File: src/rtl/otp_ctrl_pkg.sv
// Shared widths, state encoding and default timing for the OTP macro controller.
// Optional feature macro: OTP_CTRL_VERIFY_EN (adds read-back verify after programming).
package otp_ctrl_pkg;

  localparam int ADDR_W = 7;
  localparam int DATA_W = 8;
  localparam int TM_W   = 2;
  localparam int TMR_W  = 8;

  localparam int T_SU_DEF  = 2;
  localparam int T_RD_DEF  = 4;
  localparam int T_PGM_DEF = 8;
  localparam int T_HD_DEF  = 2;

  typedef enum logic [3:0] {
    ST_IDLE,
    ST_SETUP,
    ST_RD,
    ST_PGM,
    ST_HOLD,
`ifdef OTP_CTRL_VERIFY_EN
    ST_VSETUP,
    ST_VRD,
    ST_VHOLD,
`endif
    ST_DONE
  } state_e;

  // A timed state lasting N cycles loads N-1; the timer reports done on its last cycle.
  function automatic logic [TMR_W-1:0] ld_cnt(input int cycles);
    return TMR_W'(cycles - 1);
  endfunction

endpackage

File: src/rtl/otp_ctrl_if.sv
// Host request/response bundle for otp_ctrl.
interface otp_ctrl_if;
  import otp_ctrl_pkg::*;

  logic              req_valid;
  logic              req_ready;
  logic              req_write;
  logic [ADDR_W-1:0] req_addr;
  logic [DATA_W-1:0] req_wdata;
  logic [TM_W-1:0]   req_tm;
  logic              rsp_valid;
  logic [DATA_W-1:0] rsp_rdata;
  logic              rsp_err;

  modport master (
    output req_valid, req_write, req_addr, req_wdata, req_tm,
    input  req_ready, rsp_valid, rsp_rdata, rsp_err
  );

  modport slave (
    input  req_valid, req_write, req_addr, req_wdata, req_tm,
    output req_ready, rsp_valid, rsp_rdata, rsp_err
  );

endinterface

File: src/rtl/otp_ctrl_timer.sv
// Loadable down-counter shared by every timed state of the controller.
module otp_ctrl_timer
  import otp_ctrl_pkg::*;
(
  input  logic             clk,
  input  logic             rst_n,
  input  logic             load_i,
  input  logic [TMR_W-1:0] load_val_i,
  output logic             done_o
);

  logic [TMR_W-1:0] cnt_q;

  // Load on state entry, then count down and park at zero.
  always_ff @(posedge clk or negedge rst_n) begin
    if (!rst_n) begin
      cnt_q <= '0;
    end else if (load_i) begin
      cnt_q <= load_val_i;
    end else if (cnt_q != '0) begin
      cnt_q <= cnt_q - 1'b1;
    end
  end

  assign done_o = (cnt_q == '0);

endmodule

File: src/rtl/otp_ctrl.sv
// OTP macro sequencer: read and program cycles with setup/strobe/hold timing.
// Optional macro OTP_CTRL_VERIFY_EN appends a read-back verify to non-zero writes.
//
// state   | meaning
// IDLE    | ready for a host request
// SETUP   | address/data settle before a strobe
// RD      | PRD strobe, data captured on the last cycle
// PGM     | PWE program pulse
// HOLD    | address/data held after the strobe
// VSETUP  | verify: settle before read-back (PPROG off)
// VRD     | verify: PRD strobe, compare on the last cycle
// VHOLD   | verify: hold after read-back
// DONE    | one-cycle response
module otp_ctrl
  import otp_ctrl_pkg::*;
#(
  parameter int T_SU  = T_SU_DEF,
  parameter int T_RD  = T_RD_DEF,
  parameter int T_PGM = T_PGM_DEF,
  parameter int T_HD  = T_HD_DEF
) (
  input  logic              clk,
  input  logic              rst_n,
  otp_ctrl_if.slave         bus,
  output logic [ADDR_W-1:0] PA,
  output logic [DATA_W-1:0] PDIN,
  output logic              PRD,
  output logic              PPROG,
  output logic              PWE,
  output logic [TM_W-1:0]   PTM,
  input  logic [DATA_W-1:0] PDOB
);

  if (T_SU < 1 || T_SU > 255) begin : g_bad_t_su
    $error("otp_ctrl: T_SU=%0d outside legal range 1..255", T_SU);
  end
  if (T_RD < 1 || T_RD > 255 || T_PGM < 1 || T_PGM > 255 || T_HD < 1 || T_HD > 255) begin : g_bad_t
    $error("otp_ctrl: T_RD/T_PGM/T_HD outside legal range 1..255");
  end

  localparam logic [TMR_W-1:0] SU_LD  = ld_cnt(T_SU);
  localparam logic [TMR_W-1:0] RD_LD  = ld_cnt(T_RD);
  localparam logic [TMR_W-1:0] PGM_LD = ld_cnt(T_PGM);
  localparam logic [TMR_W-1:0] HD_LD  = ld_cnt(T_HD);

  state_e            state_q, state_d;
  logic              ready_q;
  logic              write_q;
  logic [ADDR_W-1:0] addr_q;
  logic [DATA_W-1:0] wdata_q;
  logic [TM_W-1:0]   tm_q;
  logic [DATA_W-1:0] rdata_q;
  logic              tmr_load;
  logic [TMR_W-1:0]  tmr_val;
  logic              tmr_done;
  logic              accept;
  logic              active;

  // ready_q is only ever set in IDLE, so it doubles as the accept qualifier.
  assign accept = bus.req_valid && ready_q;

  otp_ctrl_timer u_timer (
    .clk        (clk),
    .rst_n      (rst_n),
    .load_i     (tmr_load),
    .load_val_i (tmr_val),
    .done_o     (tmr_done)
  );

  // State register; ready is registered so it stays low through reset and rises one cycle later.
  always_ff @(posedge clk or negedge rst_n) begin
    if (!rst_n) begin
      state_q <= ST_IDLE;
      ready_q <= 1'b0;
    end else begin
      state_q <= state_d;
      ready_q <= (state_d == ST_IDLE);
    end
  end

  // Next-state and timer load; the timer is loaded on the edge that enters a timed state.
  always_comb begin
    state_d  = state_q;
    tmr_load = 1'b0;
    tmr_val  = '0;
    unique case (state_q)
      ST_IDLE: begin
        if (accept) begin
          if (bus.req_write && (bus.req_wdata == '0)) begin
            state_d = ST_DONE;
          end else begin
            state_d  = ST_SETUP;
            tmr_load = 1'b1;
            tmr_val  = SU_LD;
          end
        end
      end
      ST_SETUP: begin
        if (tmr_done) begin
          tmr_load = 1'b1;
          if (write_q) begin
            state_d = ST_PGM;
            tmr_val = PGM_LD;
          end else begin
            state_d = ST_RD;
            tmr_val = RD_LD;
          end
        end
      end
      ST_RD, ST_PGM: begin
        if (tmr_done) begin
          state_d  = ST_HOLD;
          tmr_load = 1'b1;
          tmr_val  = HD_LD;
        end
      end
      ST_HOLD: begin
        if (tmr_done) begin
`ifdef OTP_CTRL_VERIFY_EN
          if (write_q) begin
            state_d  = ST_VSETUP;
            tmr_load = 1'b1;
            tmr_val  = SU_LD;
          end else begin
            state_d = ST_DONE;
          end
`else
          state_d = ST_DONE;
`endif
        end
      end
`ifdef OTP_CTRL_VERIFY_EN
      ST_VSETUP: begin
        if (tmr_done) begin
          state_d  = ST_VRD;
          tmr_load = 1'b1;
          tmr_val  = RD_LD;
        end
      end
      ST_VRD: begin
        if (tmr_done) begin
          state_d  = ST_VHOLD;
          tmr_load = 1'b1;
          tmr_val  = HD_LD;
        end
      end
      ST_VHOLD: begin
        if (tmr_done) state_d = ST_DONE;
      end
`endif
      ST_DONE: state_d = ST_IDLE;
      default: state_d = ST_IDLE;
    endcase
  end

  // Request fields are latched on accept so the host may change them afterwards.
  always_ff @(posedge clk or negedge rst_n) begin
    if (!rst_n) begin
      write_q <= 1'b0;
      addr_q  <= '0;
      wdata_q <= '0;
      tm_q    <= '0;
    end else if (accept) begin
      write_q <= bus.req_write;
      addr_q  <= bus.req_addr;
      wdata_q <= bus.req_wdata;
      tm_q    <= bus.req_tm;
    end
  end

  // Read data is captured on the last strobe cycle and held until the next capture.
  always_ff @(posedge clk or negedge rst_n) begin
    if (!rst_n) begin
      rdata_q <= '0;
    end else if (tmr_done && (state_q == ST_RD
`ifdef OTP_CTRL_VERIFY_EN
                              || state_q == ST_VRD
`endif
                              )) begin
      rdata_q <= PDOB;
    end
  end

`ifdef OTP_CTRL_VERIFY_EN
  logic err_q;

  // Any requested burn that did not read back as 1 is a verify failure.
  always_ff @(posedge clk or negedge rst_n) begin
    if (!rst_n) begin
      err_q <= 1'b0;
    end else if (accept) begin
      err_q <= 1'b0;
    end else if (state_q == ST_VRD && tmr_done) begin
      err_q <= |(wdata_q & ~PDOB);
    end
  end

  assign bus.rsp_err = (state_q == ST_DONE) && err_q;
`else
  assign bus.rsp_err = 1'b0;
`endif

  assign bus.req_ready = ready_q;
  assign bus.rsp_valid = (state_q == ST_DONE);
  assign bus.rsp_rdata = rdata_q;

  // Macro controls decode from state only, so reset forces them low without a clock.
  always_comb begin
    active = (state_q != ST_IDLE) && (state_q != ST_DONE);
    PA     = active ? addr_q : '0;
    PTM    = active ? tm_q : '0;
    PDIN   = (active && write_q) ? wdata_q : '0;
    PWE    = (state_q == ST_PGM);
    PPROG  = write_q && ((state_q == ST_SETUP) || (state_q == ST_PGM) || (state_q == ST_HOLD));
    PRD    = (state_q == ST_RD);
`ifdef OTP_CTRL_VERIFY_EN
    if (state_q == ST_VRD) PRD = 1'b1;
`endif
  end

endmodule

File: src/flat_wrapper.sv
// flat-port wrapper written by rule: the top's interface ports become plain ports
module otp_ctrl_flat import otp_ctrl_pkg::*;
#(
  parameter int T_SU  = T_SU_DEF,
  parameter int T_RD  = T_RD_DEF,
  parameter int T_PGM = T_PGM_DEF,
  parameter int T_HD  = T_HD_DEF
)
  (clk, rst_n, PA, PDIN, PRD, PPROG, PWE, PTM, PDOB, bus_req_valid, bus_req_write, bus_req_addr, bus_req_wdata, bus_req_tm, bus_req_ready, bus_rsp_valid, bus_rsp_rdata, bus_rsp_err);
  otp_ctrl_if bus_i ();
  input  logic clk;
  input  logic rst_n;
  output logic [ADDR_W-1:0] PA;
  output logic [DATA_W-1:0] PDIN;
  output logic PRD;
  output logic PPROG;
  output logic PWE;
  output logic [TM_W-1:0] PTM;
  input  logic [DATA_W-1:0] PDOB;
  input wire logic [$bits(bus_i.req_valid)-1:0] bus_req_valid;
  input wire logic [$bits(bus_i.req_write)-1:0] bus_req_write;
  input wire logic [$bits(bus_i.req_addr)-1:0] bus_req_addr;
  input wire logic [$bits(bus_i.req_wdata)-1:0] bus_req_wdata;
  input wire logic [$bits(bus_i.req_tm)-1:0] bus_req_tm;
  output wire logic [$bits(bus_i.req_ready)-1:0] bus_req_ready;
  output wire logic [$bits(bus_i.rsp_valid)-1:0] bus_rsp_valid;
  output wire logic [$bits(bus_i.rsp_rdata)-1:0] bus_rsp_rdata;
  output wire logic [$bits(bus_i.rsp_err)-1:0] bus_rsp_err;
  assign bus_i.req_valid = bus_req_valid;
  assign bus_i.req_write = bus_req_write;
  assign bus_i.req_addr = bus_req_addr;
  assign bus_i.req_wdata = bus_req_wdata;
  assign bus_i.req_tm = bus_req_tm;
  assign bus_req_ready = bus_i.req_ready;
  assign bus_rsp_valid = bus_i.rsp_valid;
  assign bus_rsp_rdata = bus_i.rsp_rdata;
  assign bus_rsp_err = bus_i.rsp_err;
  otp_ctrl #(.T_SU(T_SU), .T_RD(T_RD), .T_PGM(T_PGM), .T_HD(T_HD)) u_core (.clk(clk), .rst_n(rst_n), .bus(bus_i), .PA(PA), .PDIN(PDIN), .PRD(PRD), .PPROG(PPROG), .PWE(PWE), .PTM(PTM), .PDOB(PDOB));
endmodule
File: config.mk
export PLATFORM = sky130hd
export DESIGN_NAME = otp_ctrl_flat
export DESIGN_NICKNAME = d
export VERILOG_FILES = /design/src/rtl/otp_ctrl_pkg.sv /design/src/rtl/otp_ctrl_if.sv /design/src/rtl/otp_ctrl_timer.sv /design/src/rtl/otp_ctrl.sv /design/src/flat_wrapper.sv
export SDC_FILE = /design/constraint.sdc
export NUM_CORES = 1
export LEC_CHECK = 0
export ABC_AREA = 0
export ABC_CLOCK_PERIOD_IN_PS = 6900
export CAP_MARGIN = 20
export CORE_MARGIN = 3
export CORE_UTILIZATION = 30
export DETAILED_ROUTE_END_ITERATION = 6
export GPL_TIMING_DRIVEN = 0
export PLACE_DENSITY = 0.61
export SYNTH_ARGS = -nofsm -noshare
export SYNTH_HDL_FRONTEND = slang
export SYNTH_HIERARCHICAL = 1
export SYNTH_SLANG_ARGS = --single-unit
File: constraint.sdc
create_clock -name clk -period 6.9 [get_ports clk]
set_clock_uncertainty 0.2 [all_clocks]
set_input_delay 1.38 -clock clk [delete_from_list [all_inputs] [get_ports clk]]
set_output_delay 1.38 -clock clk [all_outputs]
set_load 0.02 [all_outputs]
# --- After elaboration in Yosys (flattened, before gate mapping) ---
# Index checks and enable logic that the tools add are counted.
op_classes:
  eq_ne: 6
  n_mux: 22
  n_reduce_logical: 17
  n_addsub: 1
ops:
  columns: ["operator", "n"]
  rows:
  - ["2-to-1 mux 8 bit", 5]
  - ["one-hot mux 8 bit (3 select lines)", 1]
  - ["zero test 8 bit", 2]
  - ["2-to-1 mux 4 bit", 4]
  - ["one-hot mux 4 bit (4 select lines)", 1]
  - ["equality test 4 x 2 -> 1 bit (second input constant)", 2]
  - ["equality test 4 x 3 -> 1 bit (second input constant)", 2]
  - ["zero test 4 bit", 2]
  - ["nonzero test 8 bit", 1]
  - ["subtractor 8 x 1 -> 8 bit (second input constant)", 1]
  - ["2-to-1 mux 7 bit", 1]
  - ["logical AND 1 bit", 6]
  - ["2-to-1 mux 1 bit", 6]
  - ["2-to-1 mux 3 bit", 2]
  - ["equality test 4 x 1 -> 1 bit (second input constant)", 1]
  - ["!= test 4 x 3 -> 1 bit (second input constant)", 1]
  - ["nonzero test 4 bit", 1]
  - ["OR reduction 3 bit", 1]
  - ["logical OR 1 bit", 2]
  - ["2-to-1 mux 2 bit", 1]
  - ["one-hot mux 1 bit (2 select lines)", 1]
  - ["nonzero test 2 bit", 1]
  - ["OR reduction 2 bit", 1]
totals:
  output_inout_bits: 31
  ff_bits: 39
  inputBits: 29

# --- Depth between registers and ports, before layout ---
depth:
  ltp_word: 6
  ltp_mapped: 11

# --- Cells and area by module ---
# Netlist, hierarchy kept.
by_module_without_submodules:
  columns: ["module", "n_inst", "cells_each", "seq_area_each_um2", "area_each_um2"]
  rows:
  - ["otp_ctrl", 1, 118, 775.7, 1472.7]
  - ["otp_ctrl_timer", 1, 54, 200.2, 476.7]

# --- Worst setup path after synthesis ---
# OpenSTA, ideal clock, no wires.
synth_timing:
  path_kind: "register to output"
  start: "reg u_core.state_q[2]"
  end: "out PDIN[6]"
  t_required_ns: 5.320
  arrival_ns: 1.426
  setup_slack_ns: 3.894
  path_stages_with_launch: 7
  path_buffers: 3
  cell_sequence: "dfrtp_1 buf_6 xor2_1 or3_1 buf_2 buf_6 and3_1"
synth_via:
  elab_chain_cells: 4
  word_cells_on_any_way: 5
synth_rtl:
  columns: ["item", "line_no", "rtl"]
  rows:
  - ["start, declared", "otp_ctrl.sv:46", "state_e state_q, state_d;"]
  - ["start signal, assigned", "otp_ctrl.sv:76", "state_q <= state_d;"]
  - ["!= test 4 x 3 -> 1 bit / nonzero test 4 bit (equally long branches)", "otp_ctrl.sv:209", "active = (state_q != ST_IDLE) && (state_q != ST_DONE);"]
  - ["logical AND 1 bit *", "otp_ctrl.sv:209", null]
  - ["logical AND 1 bit *", "otp_ctrl.sv:212", "PDIN = (active && write_q) ? wdata_q : '0;"]
  - ["2-to-1 mux 8 bit *", "otp_ctrl.sv:212", null]
  - ["end, declared", "flat_wrapper.sv:14", "output logic [DATA_W-1:0] PDIN;"]
# Every way passes the cells marked *; elsewhere a longest branch is shown, timed or not.

# --- Final worst setup path ---
# Ends and elaborated chain as after synthesis.

==> flow_summary.json <==
{
  "run_status": "finished, final reports clean",
  "start_util": 0.3198,
  "fin_nets": 274,
  "layout_min_cycle_time_ps": 3868,
  "period_share": 0.5606,
  "switching_share": 0.3337,
  "startpoint": "u_core/state_q[2]",
  "power.internal_w": 0.0004926,
  "startpoint_type": "register",
  "final_area_um2": 2756,
  "ys_ff_latch": 39,
  "io_pins": 60,
  "io_buffer_count": 58,
  "dp.cells": 312,
  "cap_violations": 0,
  "critPathKind": "register to output pin",
  "crit_path_end": "PDIN[6]",
  "instances_no_fill": 320,
  "dpl_worst_slack_ps": 3336,
  "gp_congestion": 0.7997,
  "cpMostUsedCell": "buf_6",
  "clock-root-buffer": "clkbuf_8",
  "ant_nets": 0,
  "cp.arrival_ps": 2290,
  "slowest_delay_ps": 530,
  "seqPwrFrac": 0.444,
  "peakVddDrop_v": 0.0001206,
  "synth_cell_types": 45,
  "postCtsSetupBuffers": 0,
  "crit_required_ps": 5320,
  "fmax_mhz": 258.5,
  "rsz0062_at_grt": "no",
  "p_leak_nw": 1.189,
  "wl_met2_mm": 2.291,
  "pwr-share-comb": 0.339,
  "numCtsBuffers": 5,
  "drt_iter0_markers": 66,
  "track_usage": 0.1283,
  "path_clk_slew_ps": 80,
  "synthCells": 172,
  "critPathSlowestCell": "clkdlybuf4s50_1",
  "dieWidth_um": 86.61,
  "r2r_end": "u_core/u_timer/cnt_q[4]",
  "worstPathCellList": "buf_6 -> xor2_1 -> or3_1 -> buf_2 -> buf_6 -> and3_1 -> clkdlybuf4s50_1",
  "coreArea_um2": 6096,
  "setup_tns_ps": 0,
  "final.setup.worst_slack_ps": 3032,
  "synth_top_flop_cell": "dfrtp_1",
  "nFillCells": 609,
  "wl_per_cell_um": 13.73,
  "cts_resized": 0,
  "yosys_warnings": 6,
  "final_util": 0.4522,
  "timing.reg2reg.setup_slack_ps": 3690,
  "cp_max_fo": 10,
  "p_per_area_nw_per_um2": 268.2,
  "grt_max_degree": 32,
  "drc": 0,
  "hold_class": "register to register",
  "cts_buffer_depth": 2,
  "wl_met3_um": 214,
  "pwr-share-clk": 0.217,
  "grt_overflow": 0,
  "tightestPinTransition_ps": 493.8,
  "drt-total-wl_mm": 4.394,
  "syn_avg_cell_area_um2": 11.33,
  "cts_hold_buf": 0,
  "met1_length_mm": 1.810,
  "async_reset_ff_frac": 1.000,
  "finalSetupViolCount": 0,
  "hold_violations": 0,
  "fp.dieH_um": 86.61,
  "ff2ff_path_depth": 11,
  "clock_latency_ps": 290,
  "synth.cell_area_um2": 1949,
  "dr.pass1.iters": 4,
  "slew_headroom": 0.6677,
  "place_area_um2": 2661,
  "num_vias": 1562,
  "grt_pass1_wl_mm": 7.465,
  "grt_antenna_before_repair": 0,
  "cts_tree": "built",
  "slew_viol_final": 0,
  "r2r-start": "u_core/u_timer/cnt_q[0]",
  "ctsHtreeMaxLevel": 2,
  "synth-seq-area-share": 0.5006,
  "antenna_cells": 0,
  "first_global_vias": 1617,
  "post_drt_via_cell_ratio": 4.881,
  "die_area_um2": 7501,
  "rows": 28,
  "synth-edff-count": 0,
  "syn_to_final_growth_pct": 41.40,
  "switchingPower_w": 0.0002467,
  "highest_layer": "met4",
  "cts_num_sinks": 39,
  "hpwl_mm": 3.307,
  "drive_gt1_frac": 0.06939,
  "endpoint_kind": "output pin"
}
[cell usage after synthesis, types with 2 or more instances]
master   count  area (µm²)
nand3_1      2       10.01
nor4_1       2       12.51
inv_1        4       15.01
o21ai_0      2       10.01
a31oi_1      2       12.51
or3_1        2       12.51
nor2_1       9       33.78
or4_1        2       15.01
and3b_1      2       17.52
nor2b_1      2       12.51
o22ai_1      4       25.02
a21oi_1      4       20.02
nand4_1      4       25.02
nor3_1       5       25.02
dfrtp_1     39       975.9
and3_1      10       62.56
nand2_1      8       30.03
o31ai_1      3       22.52
mux2_1      26       292.8
and2_1       9       56.30
nor3b_1      3       22.52
buf_6        2       22.52
xor2_1       2       17.52
mux2i_1      2       20.02
buf_2        2       10.01
[cell usage in the layout, fill, tap and decap left out, types with 3 or more instances in the layout]
cell type | synthesis | final
clkdlybuf4s50_1 | 0 | 57
dfrtp_1 | 39 | 39
mux2_1 | 26 | 26
and3_1 | 10 | 10
nor2_1 | 9 | 9
and2_1 | 9 | 9
nand2_1 | 8 | 8
conb_1 | 1 | 7
clkbuf_8 | 0 | 6
nor3_1 | 5 | 5
nand4_1 | 4 | 4
o22ai_1 | 4 | 4
inv_1 | 4 | 4
a21oi_1 | 4 | 4
buf_2 | 2 | 3
nor3b_1 | 3 | 3
o31ai_1 | 3 | 3
[metal layers]
layer  global-route usage  up-vias
li1                     -      764
met5                    0        -
met1               0.1492      759
met2               0.2184       35
met4              0.05524        0
met3              0.03802        4
[power groups by stage]
stage | sequential, W | combinational, W | clock, W
6_report | 0.000328 | 0.000250 | 0.000161
5_1_grt | 0.000338 | 0.000277 | 0.000180
4_1_cts | 0.000327 | 0.000255 | 0.000169
3_5_place_dp | 0.000331 | 0.000255 | 0
3_3_place_gp | 0.000330 | 0.000251 | 0
2_1_floorplan | 0.000324 | 0.000158 | 0
[final cells by class]
cell class | count | area, µm² | area share
well taps | 75 | 93.84 | 0.03404
multi-input cells | 126 | 919.6 | 0.3336
clock buffers | 7 | 86.33 | 0.03132
repair buffers | 59 | 595.6 | 0.2161
inverters | 4 | 15.01 | 0.005447
clock inverters | 1 | 8.758 | 0.003177
flip-flops and latches | 39 | 975.9 | 0.3541
plain buffers | 9 | 61.31 | 0.02224
[per-stage QoR]
step	total power (W)	hold WS [ps]
2_1_floorplan	0.0004817	255.6
3_3_place_gp	0.0005812	265.3
3_5_place_dp	0.0005856	272.6
4_1_cts	0.0007502	291.3
5_1_grt	0.0007948	310.8
6_report	0.0007393	285.6
[sequential cells by signal, summed over array words and instances, names as in the netlist]
name                  cells
u_core/bus.req_ready      1
u_core/u_timer/cnt_q      8
u_core/wdata_q            8
u_core/addr_q             7
u_core/bus.rsp_rdata      8
u_core/state_q            4
u_core/tm_q               2
u_core/write_q            1
[critical path: cells and delay by family, from the launching register on]
| family | cells | cell delay, ps |
|---|---|---|
| xor gates and xnor gates | 1 | 150 |
| buffers and inverters | 4 | 990 |
| DFF | 1 | 380 |
| and+or+nand+nor | 2 | 470 |
[how the worst min path moves through the flow]
stage | start | end | slack [ps] | cells after the start
6_report | u_core/addr_q[1] | u_core/addr_q[1] | 290 | 1
5_1_grt | u_core/addr_q[3] | u_core/addr_q[3] | 310 | 1
4_1_cts | u_core/addr_q[2] | u_core/addr_q[2] | 290 | 1
3_5_place_dp | u_core/addr_q[2] | u_core/addr_q[2] | 270 | 1
3_3_place_gp | u_core/addr_q[5] | u_core/addr_q[5] | 270 | 1
2_1_floorplan | u_core/addr_q[6] | u_core/addr_q[6] | 260 | 1
[logic make-up (layout without fill, tap and decap cells)]
family | count (synthesis) | after routing | synth area share
simple gates | 64 | 64 | 0.1964
other cells | 1 | 7 | 0.001924
compound gates | 23 | 23 | 0.08152
flops | 39 | 39 | 0.5006
fa+ha+maj | 1 | 1 | 0.006417
xor+xnor | 3 | 3 | 0.01348
buf+inv | 13 | 80 | 0.03915
mux | 28 | 28 | 0.1605
No activity file was read; power rests on OpenSTA's default activity.
